**src/rtl/seq_addsub_pkg.sv**
```systemverilog
// ---------------------------------------------------------------------------
// seq_addsub_pkg
// Shared definitions for the chunk-serial adder/subtractor:
//   state_e        - controller states (IDLE, RUN, DONE)
//   DEFAULT_*      - default operand width and chunk size
//   chunk_count()  - number of chunks N = width / chunk
//   chunk_legal()  - parameter legality (chunk divides width, non-zero)
//   idx_width()    - bits needed for the chunk index (at least 1)
// ---------------------------------------------------------------------------
package seq_addsub_pkg;

  typedef enum logic [1:0] {
    ST_IDLE = 2'd0,
    ST_RUN  = 2'd1,
    ST_DONE = 2'd2
  } state_e;

  localparam int DEFAULT_WIDTH = 16;
  localparam int DEFAULT_CHUNK = 4;

  function automatic int chunk_count(input int width, input int chunk);
    return (chunk > 0) ? (width / chunk) : 0;
  endfunction

  function automatic bit chunk_legal(input int width, input int chunk);
    return (width > 0) && (chunk > 0) && (chunk <= width) && ((width % chunk) == 0);
  endfunction

  function automatic int idx_width(input int n);
    return (n > 1) ? $clog2(n) : 1;
  endfunction

endpackage : seq_addsub_pkg

```
**src/rtl/seq_addsub_chunk_adder.sv**
```systemverilog
// ---------------------------------------------------------------------------
// chunk_adder
// Purely combinational CHUNK-bit ripple-carry adder.
//   a, b   : chunk operands
//   ci     : carry in
//   sum    : chunk sum
//   co     : carry out of the chunk MSB
//   c_msb  : carry into the chunk MSB (feeds signed-overflow detection)
// ---------------------------------------------------------------------------
module chunk_adder #(
  parameter int CHUNK = 4
) (
  input  logic [CHUNK-1:0] a,
  input  logic [CHUNK-1:0] b,
  input  logic             ci,
  output logic [CHUNK-1:0] sum,
  output logic             co,
  output logic             c_msb
);

  always_comb begin
    logic c;
    c     = ci;
    c_msb = ci;
    sum   = '0;
    for (int i = 0; i < CHUNK; i++) begin
      if (i == CHUNK - 1) begin
        c_msb = c;
      end
      sum[i] = a[i] ^ b[i] ^ c;
      c      = (a[i] & b[i]) | (c & (a[i] ^ b[i]));
    end
    co = c;
  end

endmodule : chunk_adder

```
**src/rtl/seq_addsub.sv**
```systemverilog
// ---------------------------------------------------------------------------
// seq_addsub
// Sequential adder/subtractor that processes CHUNK bits per clock, LSB chunk
// first, through one shared chunk_adder. Subtraction is A + ~B + 1.
//   clk   : clock, rising edge
//   rst   : asynchronous active-high reset
//   start : request, accepted while IDLE or DONE
//   sub   : 0 = a+b, 1 = a-b (sampled with start)
//   a, b  : operands (sampled with start)
//   busy  : high in RUN (exactly N cycles per operation)
//   done  : one-cycle pulse when s/co/ovf carry a fresh result
//   s     : result modulo 2^WIDTH, held until the next done
//   co    : carry out of the MSB (for subtraction, 1 = no borrow)
//   ovf   : two's-complement signed overflow
// ---------------------------------------------------------------------------
module seq_addsub
  import seq_addsub_pkg::*;
#(
  parameter int WIDTH = DEFAULT_WIDTH,
  parameter int CHUNK = DEFAULT_CHUNK
) (
  input  logic             clk,
  input  logic             rst,
  input  logic             start,
  input  logic             sub,
  input  logic [WIDTH-1:0] a,
  input  logic [WIDTH-1:0] b,
  output logic             busy,
  output logic             done,
  output logic [WIDTH-1:0] s,
  output logic             co,
  output logic             ovf
);

  localparam int N     = chunk_count(WIDTH, CHUNK);
  localparam int IDX_W = idx_width(N);

  generate
    if (!chunk_legal(WIDTH, CHUNK)) begin : g_bad_params
      $error("seq_addsub: CHUNK must be non-zero and divide WIDTH");
    end
  endgenerate

  state_e                   state_q;
  state_e                   state_d;
  logic signed [WIDTH-1:0]  a_q;
  logic signed [WIDTH-1:0]  b_q;
  logic signed [WIDTH-1:0]  acc_q;
  logic signed [WIDTH-1:0]  acc_d;
  logic                     carry_q;
  logic [IDX_W-1:0]         idx_q;
  logic [CHUNK-1:0]         a_chunk;
  logic [CHUNK-1:0]         b_chunk;
  logic [CHUNK-1:0]         sum_chunk;
  logic                     c_out;
  logic                     c_msb;
  logic                     ready;
  logic                     accept;
  logic                     last;
  int                       base;

  assign ready  = (state_q == ST_IDLE) || (state_q == ST_DONE);
  assign accept = ready && start;
  assign last   = (idx_q == IDX_W'(N - 1));
  assign busy   = (state_q == ST_RUN);
  assign done   = (state_q == ST_DONE);

  // Chunk select: slice the current chunk out of the latched operands and
  // merge the new sum chunk into the accumulator image.
  always_comb begin
    base    = int'(idx_q) * CHUNK;
    a_chunk = a_q[base +: CHUNK];
    b_chunk = b_q[base +: CHUNK];
    acc_d   = acc_q;
    acc_d[base +: CHUNK] = sum_chunk;
  end

  chunk_adder #(
    .CHUNK (CHUNK)
  ) u_chunk_adder (
    .a     (a_chunk),
    .b     (b_chunk),
    .ci    (carry_q),
    .sum   (sum_chunk),
    .co    (c_out),
    .c_msb (c_msb)
  );

  always_ff @(posedge clk or posedge rst) begin
    if (rst) begin
      state_q <= ST_IDLE;
    end else begin
      state_q <= state_d;
    end
  end

  always_comb begin
    state_d = state_q;
    case (state_q)
      ST_IDLE: if (start) state_d = ST_RUN;
      ST_RUN:  if (last)  state_d = ST_DONE;
      // A start in DONE is taken straight away, giving back-to-back operation.
      ST_DONE: state_d = start ? ST_RUN : ST_IDLE;
      default: state_d = ST_IDLE;
    endcase
  end

  // Operand capture / chunk iteration: the accumulator is internal only;
  // s/co/ovf change solely on the edge that finishes the last chunk.
  always_ff @(posedge clk or posedge rst) begin
    if (rst) begin
      a_q     <= '0;
      b_q     <= '0;
      acc_q   <= '0;
      carry_q <= 1'b0;
      idx_q   <= '0;
      s       <= '0;
      co      <= 1'b0;
      ovf     <= 1'b0;
    end else if (accept) begin
      a_q     <= a;
      b_q     <= sub ? ~b : b;
      acc_q   <= '0;
      carry_q <= sub;
      idx_q   <= '0;
    end else if (state_q == ST_RUN) begin
      acc_q   <= acc_d;
      carry_q <= c_out;
      idx_q   <= idx_q + 1'b1;
      if (last) begin
        s   <= acc_d;
        co  <= c_out;
        ovf <= c_out ^ c_msb;
      end
    end
  end

endmodule : seq_addsub

```
**config.mk**
```make
export PLATFORM = sky130hd
export DESIGN_NAME = seq_addsub
export DESIGN_NICKNAME = d
export VERILOG_FILES = /design/src/rtl/seq_addsub_pkg.sv /design/src/rtl/seq_addsub_chunk_adder.sv /design/src/rtl/seq_addsub.sv
export SDC_FILE = /design/constraint.sdc
export NUM_CORES = 1
export LEC_CHECK = 0
export BUFFER_PORTS_ARGS = -buffer_cell sky130_fd_sc_hd__buf_4
export CORE_ASPECT_RATIO = 0.7
export CORE_MARGIN = 2
export CORE_UTILIZATION = 41
export CTS_CLUSTER_DIAMETER = 40
export DETAILED_ROUTE_END_ITERATION = 12
export HOLD_SLACK_MARGIN = 0.06
export PLACE_DENSITY_LB_ADDON = 0.15
export SLEW_MARGIN = 15
export SYNTH_ARGS = -nofsm -noshare
export SYNTH_HDL_FRONTEND = slang
export SYNTH_SLANG_ARGS = --single-unit
```
**constraint.sdc**
```tcl
create_clock -name clk -period 6.9 [get_ports clk]
set_clock_uncertainty 0.15 [all_clocks]
set_input_delay 1.38 -clock clk [delete_from_list [all_inputs] [get_ports clk]]
set_output_delay 1.38 -clock clk [all_outputs]
set_load 0.02 [all_outputs]
```
==> impl_metrics.ini <==
[run_status]
status = complete, but fails checks
violations = DRC

[timing]
tightest_slew_ns = 0.905
hold_violations = 0
holdWs_ns = 0.323
fin_crit_ns = 3.68
fin_ws_ns = 3.22
slew_viol_final = 0
rsz0062_at_grt = false
fmax_mhz = 272
setup_viol = 0
min_period_over_period_pct = 53.4
fin_tns_setup_ns = 0
max-slew-margin-rel_pct = 39.4

[pwr]
netSwitchingFraction_pct = 40.8
power.leakage_uw = 0.00193
p_total_uw = 2260
switchingPower_uw = 924
worst_ir_drop_vdd_v = 0.000214
p_int_uw = 1340
power.share.clock_pct = 18.6
p_per_area_mw_per_mm2 = 548
pwr-share-comb_pct = 48.4
sequentialPowerShare_pct = 33.1

[critical_path]
required_ns = 7.00
worstPathMaxFanout = 18
reg2reg_slack_ns = 3.22
cp-end-kind = flop
critPathLaunchType = flop
path_delay_family = adder cells
r2r_start = idx_q[0]
critPathKind = reg -> reg
critPathSlowestCell = dfrtp_1
worst_path_largest_cell_delay_ns = 0.85
crit_path_end = s[3]
r2r_cells = 11
crit_arrival_ns = 3.79
startpoint = idx_q[0]
r2r-end = s[3]
cp_cell_sequence = mux4_2, inv_1, fa_1, inv_1, fa_1, inv_1, fa_1, inv_1, fa_1, a21oi_1, a21oi_1
crit_cells = 11
crit_buf_inv = 4

[route]
dr.pass1.iters = 8
drt-initial-drc-count = 177
drc = 3
vias_per_cell = 5.09
vias = 2421
avgRoutedWirePerCell_um = 15.5
postRouteAntennaNets = 0
wirelength_um = 7380

[clocking]
cts_buffer_depth = 2
clock_latency_ns = 0.33
hold_buffers = 0
postCtsSetupRepairBufs = 0
cts_tree = done
cts_sinks = 71
h-tree-depth = 3
clkTransAtPathRegs_ns = 0.06
cts_buffers = 9
cts_resized = 0
root_buffer = clkbuf_16

[synth]
syn_inst = 324
yosysTopAreaCell = dfrtp_1
syn_area_per_cell_um2 = 10.6
synth_compound_area_share_pct = 11.9
seq_area_frac_synth_pct = 51.9
synth.area.top_cells = dfrtp_1, nand2_1, mux4_2, xnor2_1, nand2b_1
yosysWarnings = 0
async_flop_share_pct = 100
synth_edf_count = 0
synth_cell_type_count = 33
synth_top_area_share_pct = 51.9
synth_mux_area_share_pct = 5.92
synthAdderAreaFrac_pct = 4.53
synth_seq_cells = 71
synth.net_count = 370
syn-cell-area_mm2 = 0.00342
synth-simple-area-share_pct = 16.2
synth_xor_area_share_pct = 4.35
synth_ff_type = dfrtp_1
synth_top_family_by_area = simple AND/OR/NAND/NOR gates

[min_path]
hp-start = a_q[9]
worstHoldPathType = reg -> reg

[grt]
grt_pass1_wl_um = 12800
grt-ovfl-total = 0
grt_max_degree = 72
antenna_found_initial = 0
grtUsageTotal_pct = 18.3
first_global_vias = 2415

[placed_design]
dp_cells = 462
routabilityCongestion = 0.758
port_buffers = 55
pre_cts_ws_ns = 3.23
dp_hpwl_um = 5050

[floorplanning]
rows = 27
initial_utilization_pct = 43.0
die-area_mm2 = 0.00911
coreArea_mm2 = 0.00797
ios = 56
dieHeight_um = 80.5
die_x_um = 113

[flow_run]
maxCapViolCount = 0

[finish]
drive_above_1_share_pct = 22.9
diodes = 0
nets = 418
area_growth_pct = 20.5
final_cell_count_no_fill = 476
## state kept, by name, summed over array words and instances (netlist names)
register  flops
a_q          16
acc_q        16
b_q          16
carry_q       1
co            1
idx_q         2
ovf           1
s            16
state_q       2
## cell usage in the layout, fill, tap and decap left out, types with 2 or more instances in the layout
master and n:
a21oi_1 20, clkbuf_16 9, a32o_1 8, clkbuf_8 2
ha_1 6, mux2_2 2, a31oi_1 8, nor2b_1 9
o21ai_0 18, xnor2_1 17, fa_1 4, inv_2 2
a22o_1 8, buf_4 59, dfrtp_1 71, nand2_1 65
nand2b_1 17, mux4_2 8, nor2_1 18, inv_1 10
clkbuf_1 2
## cells by family (layout without fill, tap and decap cells)
group / Yosys count / after routing
mux: 10 / 10
buf+inv: 34 / 85
compound gates: 64 / 64
fa+ha+maj: 10 / 10
flops: 71 / 71
xor+xnor: 17 / 17
simple gates: 118 / 118
## how the worst min path moves through the flow
stage | cells past startpoint | endpoint
floorplan | 2 | a_q[10]
global placement | 2 | a_q[15]
detailed placement | 2 | a_q[15]
CTS | 2 | a_q[15]
global route | 2 | a_q[13]
finish | 2 | a_q[9]
## stage by stage
step	instance area [µm²]	util, %
after floorplan	3420	-
after global placement	3860	48.4
after detailed placement	3860	48.4
after CTS	4130	51.8
after global routing	4130	51.8
final	4130	51.8
## worst min-delay path: cells and delay by family, from the launching register on
family | cells | cell delay, ns
simple gates | 2 | 0.10
flops | 1 | 0.34
## cells in the mapped netlist, types with 2 or more instances
cell type / number
ha_1: 6
nor2_1: 18
fa_1: 4
nand2_1: 65
inv_1: 11
mux2_2: 2
mux4_2: 8
o21ai_0: 18
nor2b_1: 9
a31oi_1: 8
a22o_1: 8
nand2b_1: 17
a32o_1: 8
a21oi_1: 20
xnor2_1: 17
buf_6: 2
buf_2: 13
buf_4: 5
dfrtp_1: 71
## layout make-up
type | count | area (µm²)
flip-flops and latches | 71 | 1780
inverters | 12 | 45.0
well taps | 101 | 126
multi-input cells | 219 | 1470
clock buffers | 13 | 260
repair buffers | 59 | 443
clock inverters | 1 | 5.00
fillers | 754 | 3850
## power by group through the flow
| stage | clock network [µW] | logic (µW) | registers (µW) |
|---|---|---|---|
| 6_report | 420 | 1090 | 748 |
| 5_1_grt | 448 | 1220 | 776 |
| 4_1_cts | 428 | 1100 | 750 |
| 2_1_floorplan | 0 | 730 | 762 |
| 3_5_place_dp | 0 | 1100 | 755 |
| 3_3_place_gp | 0 | 1060 | 755 |
## per-layer routing
layer  track usage (%)  wire length, µm
met1              28.2             3820
met2              24.4             3080
met4              4.88               70
met3              5.74              411
met5                 0                0
Note: power is estimated with default switching activity, not from simulation.
